$ cat src/rtl/memory_access.sv
// MEM stage of the pipeline: performs data-memory or semaphore bus
// accesses for the instruction in EX, then commits writeback and redirect.
//
// Ports:
//   clk, rstn                 clock, synchronous active-low reset
//   suspend_cpu               stall; blocks acceptance and commit
//   phase_done                EX inputs consumed on this edge
//   ex_*                      operands/control from the EX stage
//   dmem_*                    data memory request/ack bus
//   sema_*                    semaphore request/ack bus
//   mem_valid, mem_rd_id,
//   mem_reg_write, mem_wb_data  registered writeback bundle
//   pc_redirect, pc_target    registered branch redirect to fetch
//   mem_fault                 one-cycle pulse: illegal control or timeout
module memory_access #(
    parameter int TIMEOUT_CYCLES = 15
) (
    input  logic        clk,
    input  logic        rstn,
    input  logic        suspend_cpu,
    output logic        phase_done,

    input  logic        ex_valid,
    input  logic [15:0] ex_alu_result,
    input  logic [3:0]  ex_rd_id,
    input  logic [7:0]  ex_mem_addr,
    input  logic [15:0] ex_mem_write_data,
    input  logic        ex_mem_read,
    input  logic        ex_mem_write,
    input  logic        ex_sema_read,
    input  logic        ex_sema_write,
    input  logic        ex_reg_write,
    input  logic        ex_mem_to_reg,
    input  logic        ex_mem_branch,
    input  logic        ex_branch_taken,
    input  logic [7:0]  ex_branch_target,

    output logic        dmem_req,
    output logic        dmem_we,
    output logic [7:0]  dmem_addr,
    output logic [15:0] dmem_wdata,
    input  logic [15:0] dmem_rdata,
    input  logic        dmem_ack,

    output logic        sema_req,
    output logic        sema_we,
    output logic [7:0]  sema_addr,
    output logic [15:0] sema_wdata,
    input  logic [15:0] sema_rdata,
    input  logic        sema_ack,

    output logic        mem_valid,
    output logic [3:0]  mem_rd_id,
    output logic        mem_reg_write,
    output logic [15:0] mem_wb_data,

    output logic        pc_redirect,
    output logic [7:0]  pc_target,

    output logic        mem_fault
);

    localparam logic [1:0] S_IDLE = 2'd0;
    localparam logic [1:0] S_DMEM = 2'd1;
    localparam logic [1:0] S_SEMA = 2'd2;
    localparam logic [1:0] S_DONE = 2'd3;

    localparam logic [3:0] TO_LIM = 4'(TIMEOUT_CYCLES);

    logic [1:0]  state_q, state_d;
    logic [3:0]  cnt_q, cnt_d;
    logic [15:0] rdata_q, rdata_d;
    logic        nowb_q, nowb_d;

    logic        dreq_q, dreq_d;
    logic        dwe_q, dwe_d;
    logic [7:0]  daddr_q, daddr_d;
    logic [15:0] dwdata_q, dwdata_d;

    logic        sreq_q, sreq_d;
    logic        swe_q, swe_d;
    logic [7:0]  saddr_q, saddr_d;
    logic [15:0] swdata_q, swdata_d;

    logic        valid_q, valid_d;
    logic [3:0]  rd_q, rd_d;
    logic        rw_q, rw_d;
    logic [15:0] wb_q, wb_d;
    logic        redir_q, redir_d;
    logic [7:0]  tgt_q, tgt_d;
    logic        fault_q, fault_d;

    logic        any_mem;
    logic        any_sema;
    logic        illegal;
    logic        go;
    logic        commit;
    logic        force0;
    logic [3:0]  cnt_inc;

    assign any_mem  = ex_mem_read | ex_mem_write;
    assign any_sema = ex_sema_read | ex_sema_write;
    assign illegal  = any_mem & any_sema;
    assign go       = ex_valid & ~suspend_cpu;
    assign cnt_inc  = cnt_q + 4'd1;

    // In IDLE only a legal bus access holds the EX inputs; an illegal
    // mix of flags completes immediately like a plain ALU op.
    always_comb begin
        phase_done = 1'b0;
        case (state_q)
            S_IDLE: phase_done = ~ex_valid |
                                 (~suspend_cpu & ~(any_mem ^ any_sema));
            S_DONE: phase_done = 1'b1;
            default: phase_done = 1'b0;
        endcase
    end

    always_comb begin
        state_d  = state_q;
        cnt_d    = cnt_q;
        rdata_d  = rdata_q;
        nowb_d   = nowb_q;
        dreq_d   = dreq_q;
        dwe_d    = dwe_q;
        daddr_d  = daddr_q;
        dwdata_d = dwdata_q;
        sreq_d   = sreq_q;
        swe_d    = swe_q;
        saddr_d  = saddr_q;
        swdata_d = swdata_q;
        valid_d  = 1'b0;
        rd_d     = rd_q;
        rw_d     = rw_q;
        wb_d     = wb_q;
        redir_d  = 1'b0;
        tgt_d    = tgt_q;
        fault_d  = 1'b0;
        commit   = 1'b0;
        force0   = nowb_q;

        case (state_q)
            S_IDLE: begin
                if (go) begin
                    if (illegal) begin
                        commit  = 1'b1;
                        force0  = 1'b1;
                        fault_d = 1'b1;
                    end else if (any_mem) begin
                        // read+write together degrades to a write
                        dreq_d   = 1'b1;
                        dwe_d    = ex_mem_write;
                        daddr_d  = ex_mem_addr;
                        dwdata_d = ex_mem_write_data;
                        cnt_d    = 4'd0;
                        nowb_d   = 1'b0;
                        state_d  = S_DMEM;
                    end else if (any_sema) begin
                        sreq_d   = 1'b1;
                        swe_d    = ex_sema_write;
                        saddr_d  = ex_mem_addr;
                        swdata_d = ex_mem_write_data;
                        cnt_d    = 4'd0;
                        nowb_d   = 1'b0;
                        state_d  = S_SEMA;
                    end else begin
                        commit = 1'b1;
                        force0 = 1'b0;
                    end
                end
            end

            S_DMEM: begin
                if (dmem_ack) begin
                    dreq_d  = 1'b0;
                    rdata_d = dmem_rdata;
                    state_d = S_DONE;
                end else if (cnt_inc == TO_LIM) begin
                    dreq_d  = 1'b0;
                    rdata_d = 16'h0000;
                    nowb_d  = 1'b1;
                    fault_d = 1'b1;
                    state_d = S_DONE;
                end else begin
                    cnt_d = cnt_inc;
                end
            end

            S_SEMA: begin
                if (sema_ack) begin
                    sreq_d  = 1'b0;
                    rdata_d = sema_rdata;
                    state_d = S_DONE;
                end else if (cnt_inc == TO_LIM) begin
                    sreq_d  = 1'b0;
                    rdata_d = 16'h0000;
                    nowb_d  = 1'b1;
                    fault_d = 1'b1;
                    state_d = S_DONE;
                end else begin
                    cnt_d = cnt_inc;
                end
            end

            S_DONE: begin
                if (!suspend_cpu) begin
                    commit  = 1'b1;
                    state_d = S_IDLE;
                end
            end

            default: state_d = S_IDLE;
        endcase

        // EX inputs are held stable until phase_done, so the commit
        // reads them directly instead of keeping private copies.
        if (commit) begin
            valid_d = 1'b1;
            rd_d    = ex_rd_id;
            rw_d    = ex_reg_write & ~force0;
            wb_d    = ex_mem_to_reg ? rdata_q : ex_alu_result;
            redir_d = ex_mem_branch & ex_branch_taken;
            tgt_d   = ex_branch_target;
        end
    end

    always_ff @(posedge clk) begin
        if (!rstn) begin
            state_q  <= S_IDLE;
            cnt_q    <= 4'd0;
            rdata_q  <= 16'h0000;
            nowb_q   <= 1'b0;
            dreq_q   <= 1'b0;
            dwe_q    <= 1'b0;
            daddr_q  <= 8'h00;
            dwdata_q <= 16'h0000;
            sreq_q   <= 1'b0;
            swe_q    <= 1'b0;
            saddr_q  <= 8'h00;
            swdata_q <= 16'h0000;
            valid_q  <= 1'b0;
            rd_q     <= 4'd0;
            rw_q     <= 1'b0;
            wb_q     <= 16'h0000;
            redir_q  <= 1'b0;
            tgt_q    <= 8'h00;
            fault_q  <= 1'b0;
        end else begin
            state_q  <= state_d;
            cnt_q    <= cnt_d;
            rdata_q  <= rdata_d;
            nowb_q   <= nowb_d;
            dreq_q   <= dreq_d;
            dwe_q    <= dwe_d;
            daddr_q  <= daddr_d;
            dwdata_q <= dwdata_d;
            sreq_q   <= sreq_d;
            swe_q    <= swe_d;
            saddr_q  <= saddr_d;
            swdata_q <= swdata_d;
            valid_q  <= valid_d;
            rd_q     <= rd_d;
            rw_q     <= rw_d;
            wb_q     <= wb_d;
            redir_q  <= redir_d;
            tgt_q    <= tgt_d;
            fault_q  <= fault_d;
        end
    end

    assign dmem_req      = dreq_q;
    assign dmem_we       = dwe_q;
    assign dmem_addr     = daddr_q;
    assign dmem_wdata    = dwdata_q;
    assign sema_req      = sreq_q;
    assign sema_we       = swe_q;
    assign sema_addr     = saddr_q;
    assign sema_wdata    = swdata_q;
    assign mem_valid     = valid_q;
    assign mem_rd_id     = rd_q;
    assign mem_reg_write = rw_q;
    assign mem_wb_data   = wb_q;
    assign pc_redirect   = redir_q;
    assign pc_target     = tgt_q;
    assign mem_fault     = fault_q;

endmodule

$ cat config.mk
export PLATFORM = sky130hd
export DESIGN_NAME = memory_access
export DESIGN_NICKNAME = d
export VERILOG_FILES = /design/src/rtl/memory_access.sv
export SDC_FILE = /design/constraint.sdc
export NUM_CORES = 1
export LEC_CHECK = 0
export BUFFER_PORTS_ARGS = -buffer_cell sky130_fd_sc_hd__buf_2
export CAP_MARGIN = 30
export CORE_UTILIZATION = 40
export DETAILED_ROUTE_END_ITERATION = 12
export GPL_TIMING_DRIVEN = 0
export MAX_ROUTING_LAYER = met4
export PLACE_DENSITY = 0.68
export SLEW_MARGIN = 5
export SYNTH_ARGS = -nofsm -noshare
export SYNTH_HDL_FRONTEND = slang
export SYNTH_SLANG_ARGS = --single-unit
$ cat constraint.sdc
create_clock -name clk -period 2.35 [get_ports clk]
set_input_delay 0 -clock clk [delete_from_list [all_inputs] [get_ports clk]]
set_output_delay 0 -clock clk [all_outputs]
set_load 0.1 [all_outputs]
==> out/metrics.csv <==
stage;metric;value;unit
worst_setup_path;arrival time at the worst endpoint;2480;ps
sta;Slew Limit Fails;0;
clock_tree;CTS clk-pin slew, worst paths;80;ps
sta;Max Freq;437;MHz
power_and_ir_drop;total power;6.54;mW
floorplan;Die X;110;um
worst_setup_path;Top delay family on crit path;buffers and inverters;
grt;global route overflow;0;
sta;period utilization;97.3;%
grt;vias in the first global route;4694;
worst_setup_path;Worst Path Max Fanout;10;
worst_setup_path;Setup crit end kind;register;
logic_synthesis;Mapped Area;4670;um2
job;maximum capacitance violations;0;
logic_synthesis;largest cells by area after synthesis;dfxtp_1, nand2_1, a21oi_1;
logic_synthesis;Post-synth top cells;nand2_1, dfxtp_1, a21oi_1;
worst_setup_path;CP max stage delay;410;ps
logic_synthesis;post-synthesis async set-or-reset flop share;0;%
worst_setup_path;slowest cell on the critical path;clkbuf_1;
clock_tree;Sink Count;107;
grt;first-pass GRT wire length;22800;um
worst_setup_path;WS Path Type;reg -> reg;
grt;largest net degree at the start of global routing;17;
logic_synthesis;Synth area leader;dfxtp_1;
drt;DRT Pass-1 Iters;5;
clock_tree;Clock Latency Late Sink;350;ps
logic_synthesis;Mapped Nets;679;
place;# port buffers;181;
floorplan;row count;39;
logic_synthesis;Synth cell types;46;
clock_tree;Bufs on Longest Clock Path;2;
logic_synthesis;Synth Instances;571;
drt;Routed Antenna Nets;0;
clock_tree;CTS tree;built;
floorplan;core footprint;11400;um2
clock_tree;CTS root buf;clkbuf_16;
place;Post-DP HPWL;10800;um
sta;worst-margin pin slew;590;ps
drt;vias per cell;5.35;
outcome;failing checks;negative hold slack;
sta;hold_ws;-0.130;ps
logic_synthesis;Yosys top cell area share;45.9;%
floorplan;initial core utilization;40.9;%
place;Final GP Congestion;0.853;
sta;max_slew headroom;60.7;%
clock_tree;H-Tree Level Count;3;
layout;ratio of cells with drive above 1 in the final layout;28.1;%
logic_synthesis;EDFF count, synth;0;
floorplan;Ports;183;
power_and_ir_drop;VDD IR-drop max;0.487;mV
floorplan;Chip Height;110;um
sta;endpoints failing hold;1;
logic_synthesis;sequential-to-total area share from yosys stat;45.9;%
drt;DRC viols;0;
power_and_ir_drop;P per Cell Area;995;nW/um2
drt;wire per inst;15.7;um
grt;Tot GR Track Use;25.0;%
logic_synthesis;Yosys warning total;0;
floorplan;total die area;12100;um2
clock_tree;TritonCTS Buffers;9;
layout;final-stage net count;919;
outcome;outcome;finished, violations left;
logic_synthesis;syn_area_per_cell;8.18;um2
layout;synth-to-layout area growth;40.9;%
min_path;HP Class;in -> reg;
logic_synthesis;count leader, synth;nand2_1;
logic_synthesis;Yosys reg bits;107;
layout;Layout Utilization;57.6;%
worst_setup_path;worst endpoint required time;2550;ps
worst_setup_path;Startpoint Class;register;
drt;drt initial violations;362;
drt;via count;5124;
grt;initial antenna violation count;0;
drt;routed wire length;15000;um
worst_setup_path;CP bufs+invs;3;
layout;antenna cell count;0;
sta;Final setup viols;0;
logic_synthesis;Synth Flop Type;dfxtp_1;
sta;skew final;12.0;ps
worst_setup_path;flop-to-flop setup slack;60;ps
worst_setup_path;crit-path cells;inv_1, ha_2, nand3b_1, o22ai_2, nor2b_1, buf_2, clkbuf_1, a211oi_1;
sta;Tmin final;2290;ps
layout;Fillers;1053;
power_and_ir_drop;Pleak;2.82;nW
## cell families after synthesis
kind of cell | count (synthesis) | synth area share, %
AND/OR/NAND/NOR | 202 | 18.1
XOR/XNOR | 1 | 0.188
AO/OA/AOI/OAI | 176 | 24.3
adder cells (fa/ha/maj) | 10 | 2.68
multiplexers | 20 | 4.29
buffers and inverters | 55 | 4.63
flip-flops | 107 | 45.9
## worst min-delay path: cells and delay by family
| kind | cells | cell delay, ps |
|---|---|---|
| multiplexers | 1 | 120 |
| AO/OA/AOI/OAI | 1 | 80 |
| buffers and inverters | 1 | 100 |
## layout by cell type, fill, tap and decap left out, drive strengths merged, types with 3 or more instances in the layout
cell	count
nor2	24
inv	11
a211oi	20
o221ai	16
buf	193
nand3	3
a22oi	17
dfxtp	107
ha	10
a21oi	67
clkbuf	44
nand2	153
o22ai	19
nand2b	3
dlygate4sd3	46
o21ai	23
nor2b	4
mux2i	20
## layout make-up
| class | count | area, um2 | share of cell area (%) |
|---|---|---|---|
| Timing Repair Buffer | 229 | 1380 | 21.0 |
| Inverter | 10 | 37.5 | 0.571 |
| Clock buffer | 9 | 225 | 3.42 |
| Sequential cell | 107 | 2140 | 32.6 |
| Buffer | 45 | 191 | 2.91 |
| Tap cell | 143 | 179 | 2.72 |
| Multi-Input combinational cell | 409 | 2340 | 35.6 |
| Clock inverter | 5 | 78.8 | 1.20 |
## stage by stage
stage	setup slack, ps	area (um2)	cells	TNS (ps)
after global placement	0.874	5760	895	0
final	63.9	6580	957	0
after detailed placement	-8.15	5760	895	-8.15
after CTS	20.6	6530	955	0
after global routing	-33.3	6580	957	-171
after floorplan	315	4670	571	0
## where the power goes
group	switching, mW	internal, mW	total (mW)	leakage [nW]
clock	0.651	0.922	1.57	0.152
sequential	0.161	2.06	2.22	0.870
combinational	1.95	0.795	2.75	1.80
## metal layers
metal  GRT usage, %  part of all wire (%)  up-vias  wire (um)
met4           9.62                   1.7        0        248
li1               -                     -     2488          -
met2           42.4                    49      220       7350
met5              -                     0        -          0
met3           4.59                   6.6       21        989
met1           29.5                    43     2395       6410
## state kept, by name (all words and copies together) (netlist names)
name,count
sema_req,1
cnt_q,4
mem_wb_data,16
dmem_addr,8
sema_we,1
dmem_wdata,16
mem_fault,1
dmem_req,1
mem_rd_id,4
pc_target,8
dmem_we,1
sema_wdata,16
nowb_q,1
mem_valid,1
pc_redirect,1
sema_addr,8
mem_reg_write,1
rdata_q,16
state_q,2
## path summary, 6_finish.rpt
check | depth (start not counted) | to | startpoint
setup reg to reg | 8 | mem_wb_data[10]$_SDFFE_PN0P_ | state_q[0]$_SDFFE_PN0P_
hold reg to reg | 2 | dmem_addr[5]$_SDFFE_PN0P_ | dmem_addr[5]$_SDFFE_PN0P_
setup / recovery | 8 | mem_wb_data[10]$_SDFFE_PN0P_ | state_q[0]$_SDFFE_PN0P_
hold / removal | 3 | mem_wb_data[8]$_SDFFE_PN0P_ | ex_alu_result[8]
## what timing repair did
action | in CTS | in global routing
endpoints found under the setup margin | 1 | 76
hold endpoints to repair | 68 | 0
hold buffers | 46 | 0
setup buffers | 0 | 2
pin swaps | 0 | 1
gates resized for setup | 3 | 19
No activity file was read; power rests on OpenSTA's default activity.
